`config.mk`:
```
export PLATFORM = sky130hd
export DESIGN_NAME = interconnect_req_arbiter
export DESIGN_NICKNAME = d
export VERILOG_FILES = /design/src/rtl/interconnect_arb_pkg.sv /design/src/rtl/interconnect_arb_tag_fifo.sv /design/src/rtl/interconnect_req_arbiter.sv
export SDC_FILE = /design/constraint.sdc
export NUM_CORES = 1
export LEC_CHECK = 0
export ABC_CLOCK_PERIOD_IN_PS = 5300
export BUFFER_PORTS_ARGS = -buffer_cell sky130_fd_sc_hd__buf_2
export CAP_MARGIN = 10
export CORE_UTILIZATION = 33
export CTS_CLUSTER_DIAMETER = 60
export DETAILED_ROUTE_END_ITERATION = 6
export PLACE_DENSITY = 0.76
export SYNTH_ARGS = -nofsm -noshare
export SYNTH_HDL_FRONTEND = slang
export SYNTH_SLANG_ARGS = --single-unit
```
`constraint.sdc`:
```
create_clock -name clk -period 5.3 [get_ports clk]
set_input_delay 0.53 -clock clk [delete_from_list [all_inputs] [get_ports clk]]
set_output_delay 0.53 -clock clk [all_outputs]
set_load 0.1 [all_outputs]
```
`src/rtl/interconnect_arb_pkg.sv`:
```
// rtl/interconnect_arb_pkg.sv - shared message types and requester IDs for the request arbiter
package interconnect_arb_pkg;

   localparam int ARB_ADDR_W = 4;
   localparam int ARB_DATA_W = 16;

   typedef struct packed {
      logic [ARB_ADDR_W-1:0] addr;
      logic [ARB_DATA_W-1:0] data;
   } req_msg_t;

   typedef logic [ARB_DATA_W-1:0] resp_msg_t;

   localparam logic REQ_SPI = 1'b0;
   localparam logic REQ_WB  = 1'b1;

endpackage

```
`src/rtl/interconnect_arb_tag_fifo.sv`:
```
// rtl/interconnect_arb_tag_fifo.sv - in-order FIFO of 1-bit requester tags for outstanding requests
module interconnect_arb_tag_fifo #(
   parameter int DEPTH = 4
) (
   input  logic                         clk,
   input  logic                         reset,
   input  logic                         push,
   input  logic                         push_id,
   input  logic                         pop,
   output logic                         head,
   output logic                         full,
   output logic                         empty,
   output logic [$clog2(DEPTH+1)-1:0]   count
);

   localparam int PTR_W = $clog2(DEPTH);
   localparam int CNT_W = $clog2(DEPTH+1);
   localparam logic [CNT_W-1:0] CNT_MAX = CNT_W'(DEPTH);

   logic [DEPTH-1:0] mem;
   logic [PTR_W-1:0] wr_ptr;
   logic [PTR_W-1:0] rd_ptr;
   logic             do_push;
   logic             do_pop;

   // A full FIFO refuses pushes even when a pop lands in the same cycle,
   // so the grant path never depends on the response handshake.
   assign full    = (count == CNT_MAX);
   assign empty   = (count == '0);
   assign do_push = push & ~full;
   assign do_pop  = pop & ~empty;
   assign head    = mem[rd_ptr];

   // Tag storage, wrapping pointers and occupancy; reset drops every tag at once.
   always_ff @(posedge clk or negedge reset) begin
      if (!reset) begin
         mem    <= '0;
         wr_ptr <= '0;
         rd_ptr <= '0;
         count  <= '0;
      end else begin
         if (do_push) begin
            mem[wr_ptr] <= push_id;
            wr_ptr      <= wr_ptr + PTR_W'(1);
         end
         if (do_pop) begin
            rd_ptr <= rd_ptr + PTR_W'(1);
         end
         if (do_push && !do_pop) begin
            count <= count + CNT_W'(1);
         end else if (!do_push && do_pop) begin
            count <= count - CNT_W'(1);
         end
      end
   end

endmodule

```
`src/rtl/interconnect_req_arbiter.sv`:
```
// rtl/interconnect_req_arbiter.sv - round-robin arbiter sharing one downstream channel between SPI and Wishbone requesters
module interconnect_req_arbiter
   import interconnect_arb_pkg::*;
#(
   parameter int ADDR_W = ARB_ADDR_W,
   parameter int DATA_W = ARB_DATA_W,
   parameter int DEPTH  = 4
) (
   input  logic                       clk,
   input  logic                       reset,
   input  logic                       req0_val,
   output logic                       req0_rdy,
   input  logic [ADDR_W+DATA_W-1:0]   req0_msg,
   input  logic                       req1_val,
   output logic                       req1_rdy,
   input  logic [ADDR_W+DATA_W-1:0]   req1_msg,
   output logic                       dn_req_val,
   input  logic                       dn_req_rdy,
   output logic [ADDR_W+DATA_W-1:0]   dn_req_msg,
   input  logic                       dn_resp_val,
   output logic                       dn_resp_rdy,
   input  logic [DATA_W-1:0]          dn_resp_msg,
   output logic                       resp0_val,
   input  logic                       resp0_rdy,
   output logic [DATA_W-1:0]          resp0_msg,
   output logic                       resp1_val,
   input  logic                       resp1_rdy,
   output logic [DATA_W-1:0]          resp1_msg,
   output logic [$clog2(DEPTH+1)-1:0] outstanding
);

   logic prio;
   logic winner;
   logic can_grant;
   logic grant_fire;
   logic resp_fire;
   logic head_rdy;
   logic tag_head;
   logic tag_full;
   logic tag_empty;

   // Pick the sole valid requester, or the one named by prio when both are valid.
   always_comb begin
      winner = REQ_SPI;
      if (req0_val && req1_val) begin
         winner = prio;
      end else if (req1_val) begin
         winner = REQ_WB;
      end
   end

   // Reset is folded in so every handshake output stays low while reset is held.
   assign can_grant  = reset & dn_req_rdy & ~tag_full;
   assign grant_fire = can_grant & (req0_val | req1_val);

   assign dn_req_val = grant_fire;
   assign dn_req_msg = (winner == REQ_WB) ? req1_msg : req0_msg;
   assign req0_rdy   = can_grant & (winner == REQ_SPI);
   assign req1_rdy   = can_grant & (winner == REQ_WB);

   // Responses follow the oldest tag; with no tag a response is simply not accepted.
   assign head_rdy    = (tag_head == REQ_WB) ? resp1_rdy : resp0_rdy;
   assign dn_resp_rdy = reset & ~tag_empty & head_rdy;
   assign resp0_val   = reset & dn_resp_val & ~tag_empty & (tag_head == REQ_SPI);
   assign resp1_val   = reset & dn_resp_val & ~tag_empty & (tag_head == REQ_WB);
   assign resp0_msg   = dn_resp_msg;
   assign resp1_msg   = dn_resp_msg;
   assign resp_fire   = dn_resp_val & dn_resp_rdy;

   // Priority pointer hands the next tie to the requester that just lost.
   always_ff @(posedge clk or negedge reset) begin
      if (!reset) begin
         prio <= REQ_SPI;
      end else if (grant_fire) begin
         prio <= ~winner;
      end
   end

   interconnect_arb_tag_fifo #(
      .DEPTH (DEPTH)
   ) u_tag_fifo (
      .clk     (clk),
      .reset   (reset),
      .push    (grant_fire),
      .push_id (winner),
      .pop     (resp_fire),
      .head    (tag_head),
      .full    (tag_full),
      .empty   (tag_empty),
      .count   (outstanding)
   );

endmodule
```
==> run_summary.xml <==
<?xml version="1.0" encoding="UTF-8"?>
<metrics>
  <group name="placed_design">
    <metric name="dp_hpwl" unit="mm">2.10</metric>
    <metric name="placement.io_buffers" unit="">76</metric>
    <metric name="dp_slack" unit="ps">2700</metric>
    <metric name="gpl.final_weighted_congestion" unit="">0.736</metric>
    <metric name="post_place_cells" unit="">249</metric>
    <metric name="placement.cell_area" unit="sq mm">0.00140</metric>
  </group>
  <group name="setup_path">
    <metric name="worstPathArrival" unit="ps">1990</metric>
    <metric name="critPathCaptureType" unit="">output pin</metric>
    <metric name="regToRegStartpoint" unit="">u_tag_fifo.rd_ptr[1]$_DFFE_PN0P_</metric>
    <metric name="critical_path.startpoint" unit="">prio$_DFFE_PN0N_</metric>
    <metric name="worstPathRequired" unit="ps">4770</metric>
    <metric name="timing_worst_setup_path_type" unit="">reg -&gt; out</metric>
    <metric name="worst_setup_slack_for_register_to_register_paths" unit="ps">2950</metric>
    <metric name="worst_setup_path_start_kind" unit="">flip-flop</metric>
    <metric name="timing.critical_path.fanout_max" unit="">25</metric>
  </group>
  <group name="clocking">
    <metric name="post_cts.resized_instances" unit="">0</metric>
    <metric name="clk_path_buf_depth" unit="">2</metric>
    <metric name="cts_tree" unit="">built</metric>
    <metric name="cts_setup_buffers" unit="">0</metric>
    <metric name="clkLatencyLatePin" unit="ps">230</metric>
    <metric name="clk_pin_slew_worst_paths" unit="ps">50</metric>
    <metric name="tritoncts.num_buffers" unit="">3</metric>
    <metric name="clock_sinks" unit="">12</metric>
    <metric name="cts-hold-fix-buffers" unit="">0</metric>
    <metric name="cts_max_level" unit="">1</metric>
    <metric name="clock-root-buffer" unit="">sky130_fd_sc_hd__clkbuf_8</metric>
  </group>
  <group name="pwr">
    <metric name="p_total" unit="mW">0.907</metric>
    <metric name="power.sequential.fraction" unit="">0.214</metric>
    <metric name="power_report.internal_total" unit="mW">0.340</metric>
    <metric name="net-switching-power" unit="mW">0.567</metric>
    <metric name="p_leak" unit="nW">0.845</metric>
    <metric name="pwrdens" unit="mW/mm^2">624</metric>
    <metric name="peakVddDrop" unit="mV">0.411</metric>
    <metric name="power_frac_clock" unit="">0.107</metric>
    <metric name="net_switching_share_of_the_total_power" unit="">0.626</metric>
    <metric name="power_frac_comb" unit="">0.679</metric>
  </group>
  <group name="layout">
    <metric name="area_delta_synth_final" unit="%">18.8</metric>
    <metric name="antenna_cells" unit="">0</metric>
    <metric name="final_cell_area" unit="sq mm">0.00145</metric>
    <metric name="final_cell_count_no_fill" unit="">253</metric>
    <metric name="finish.utilization" unit="">0.422</metric>
    <metric name="layout_cell_share_with_drive_strength_beyond_1" unit="">0.406</metric>
    <metric name="number_of_nets_in_the_layout" unit="">278</metric>
  </group>
  <group name="route">
    <metric name="viasPerCell" unit="">4.36</metric>
    <metric name="ant_nets" unit="">0</metric>
    <metric name="detail_route.wirelength" unit="mm">2.62</metric>
    <metric name="wire_per_inst" unit="um">10.3</metric>
    <metric name="post-route-drc-count" unit="">0</metric>
    <metric name="via_count" unit="">1103</metric>
    <metric name="detail_route.first_pass.iterations" unit="">4</metric>
    <metric name="initialDrtViolationCount" unit="">19</metric>
  </group>
  <group name="floorplan">
    <metric name="initial_utilization" unit="">0.355</metric>
    <metric name="dieWidth" unit="um">62.9</metric>
    <metric name="floorplan.core_area" unit="sq mm">0.00344</metric>
    <metric name="cell_rows" unit="">21</metric>
    <metric name="design.die.area" unit="sq mm">0.00395</metric>
    <metric name="die_y" unit="um">62.9</metric>
    <metric name="io_pins" unit="">125</metric>
  </group>
  <group name="grt">
    <metric name="global_route_wire_length_before_repair" unit="mm">4.63</metric>
    <metric name="first_global_vias" unit="">1115</metric>
    <metric name="grt_overflow_total" unit="">0</metric>
    <metric name="initial_antenna_violation_count" unit="">0</metric>
    <metric name="largest_net_degree_at_the_start_of_global_routing" unit="">26</metric>
    <metric name="grt_usage" unit="">0.140</metric>
  </group>
  <group name="sta">
    <metric name="final-setup-viol-count" unit="">0</metric>
    <metric name="final-hold-violation-count" unit="">0</metric>
    <metric name="finalHoldWorstSlack" unit="ps">183</metric>
    <metric name="clock-skew-final" unit="ps">1.72</metric>
    <metric name="tns" unit="ps">0</metric>
    <metric name="max_freq" unit="GHz">0.396</metric>
    <metric name="timing.final.ws_setup" unit="ps">2780</metric>
    <metric name="finalCritPeriodShare" unit="">0.476</metric>
    <metric name="grt_setup_unrepaired" unit="">false</metric>
    <metric name="max_slew.worst_pin.slew" unit="ps">767</metric>
    <metric name="finalWorstPathRequiredPeriod" unit="ps">2520</metric>
    <metric name="final_max_slew_viol_count" unit="">0</metric>
    <metric name="timing.max_slew.rel_slack" unit="">0.488</metric>
  </group>
  <group name="yosys">
    <metric name="most_numerous_cell_in_the_yosys_netlist" unit="">sky130_fd_sc_hd__nand2_1</metric>
    <metric name="area_of_the_mapped_netlist" unit="sq mm">0.00122</metric>
    <metric name="synthCells" unit="">165</metric>
    <metric name="ys_top_cells_by_area" unit="">sky130_fd_sc_hd__dfrtp_1, sky130_fd_sc_hd__nand2_1, sky130_fd_sc_hd__buf_4, sky130_fd_sc_hd__ha_1, sky130_fd_sc_hd__mux2i_1</metric>
    <metric name="postSynthNetCount" unit="">235</metric>
    <metric name="synth.yosys.seq_area_share" unit="">0.246</metric>
    <metric name="syn_area_per_cell" unit="sq um">7.41</metric>
    <metric name="ys_ff_latch" unit="">12</metric>
    <metric name="ys_top_cells_by_count" unit="">sky130_fd_sc_hd__nand2_1, sky130_fd_sc_hd__buf_4, sky130_fd_sc_hd__dfrtp_1</metric>
    <metric name="ys_dominant_reg_cell" unit="">sky130_fd_sc_hd__dfrtp_1</metric>
    <metric name="number_of_synthesized_flops_with_an_enable_pin" unit="">0</metric>
    <metric name="yosysWarningCount" unit="">0</metric>
    <metric name="async_flop_share" unit="">1.00</metric>
    <metric name="synthDominantCellAreaShare" unit="">0.246</metric>
    <metric name="yosys.area.top_type" unit="">sky130_fd_sc_hd__dfrtp_1</metric>
    <metric name="synth_cell_types" unit="">28</metric>
  </group>
  <group name="flow_run">
    <metric name="maxCapViolCount" unit="">0</metric>
  </group>
  <group name="worst_hold_path">
    <metric name="hold_path.class" unit="">in -&gt; async</metric>
  </group>
  <group name="run_status">
    <metric name="run_status" unit="">completed</metric>
  </group>
</metrics>
state kept, by name (all words and copies together) (netlist names):
signal / cells
prio: 1
u_tag_fifo.count: 3
u_tag_fifo.mem: 4
u_tag_fifo.rd_ptr: 2
u_tag_fifo.wr_ptr: 2
final timing paths:
path | to | cells after the start
hold / removal | u_tag_fifo.wr_ptr[0]$_DFFE_PN0P_ | 1
setup / recovery | dn_req_msg[12] | 5
hold reg to reg | u_tag_fifo.mem[3]$_DFFE_PN0P_ | 1
setup reg to reg | u_tag_fifo.count[2]$_DFFE_PN0P_ | 10
max in group asynchronous | u_tag_fifo.rd_ptr[0]$_DFFE_PN0P_ | 1
min in group clk | u_tag_fifo.mem[3]$_DFFE_PN0P_ | 1
per-layer routing:
| metal | up-vias | GRT usage | part of all wire |
|---|---|---|---|
| li1 | 573 | - | - |
| met1 | 484 | 0.140 | 0.39 |
| met2 | 44 | 0.270 | 0.53 |
| met3 | 2 | 0.0401 | 0.078 |
| met4 | 0 | 0.0465 | 0.0073 |
| met5 | - | 0 | 0 |
kinds of logic (layout without fill, tap and decap cells):
| logic type | Yosys count | in the layout | synth area share |
|---|---|---|---|
| AND/OR/NAND/NOR | 79 | 79 | 0.256 |
| buffers and inverters | 41 | 83 | 0.224 |
| flip-flops | 12 | 12 | 0.246 |
| AO/OA/AOI/OAI | 11 | 11 | 0.0757 |
| multiplexers | 11 | 11 | 0.0952 |
| adder cells (fa/ha/maj) | 6 | 6 | 0.0676 |
| XOR/XNOR | 5 | 5 | 0.0358 |
worst max-delay path, cell delays in order (launching register included):
cell,delay [ps]
sky130_fd_sc_hd__dfrtp_1,370
sky130_fd_sc_hd__nand2b_1,120
sky130_fd_sc_hd__and2_1,630
sky130_fd_sc_hd__nand2_1,130
sky130_fd_sc_hd__nand2_1,80
sky130_fd_sc_hd__buf_2,420
power by group through the flow:
stage | clock network, mW | logic [mW] | registers (mW)
final | 0.0973 | 0.616 | 0.194
after global routing | 0.106 | 0.662 | 0.204
after CTS | 0.0991 | 0.620 | 0.195
after detailed placement | 0 | 0.619 | 0.195
after global placement | 0 | 0.615 | 0.194
after floorplan | 0 | 0.567 | 0.261
cells in the final DEF (no fill, tap or decap), drive strengths merged:
| master | count |
|---|---|
| fa | 1 |
| a21o | 1 |
| dfrtp | 12 |
| nand2 | 67 |
| mux2 | 5 |
| o21ai | 2 |
| or2 | 1 |
| and2 | 1 |
| nor2b | 1 |
| a21oi | 2 |
| nor2 | 7 |
| nand2b | 1 |
| clkbuf | 4 |
| xor2 | 3 |
| ha | 5 |
| o31ai | 2 |
| mux2i | 6 |
| nor3b | 1 |
| inv | 3 |
| xnor2 | 2 |
| buf | 76 |
| a211oi | 2 |
| o311ai | 1 |
| a31oi | 1 |
area by class of cell:
cell class                 count  area, sq um
sequential                    12          300
tap                           46         57.6
clock buffer                   4         55.1
fill                         364         1990
inverter                       3         11.3
multi-input combinational    112          648
timing repair buffer          76          380
No activity file was read; power rests on OpenSTA's default activity.
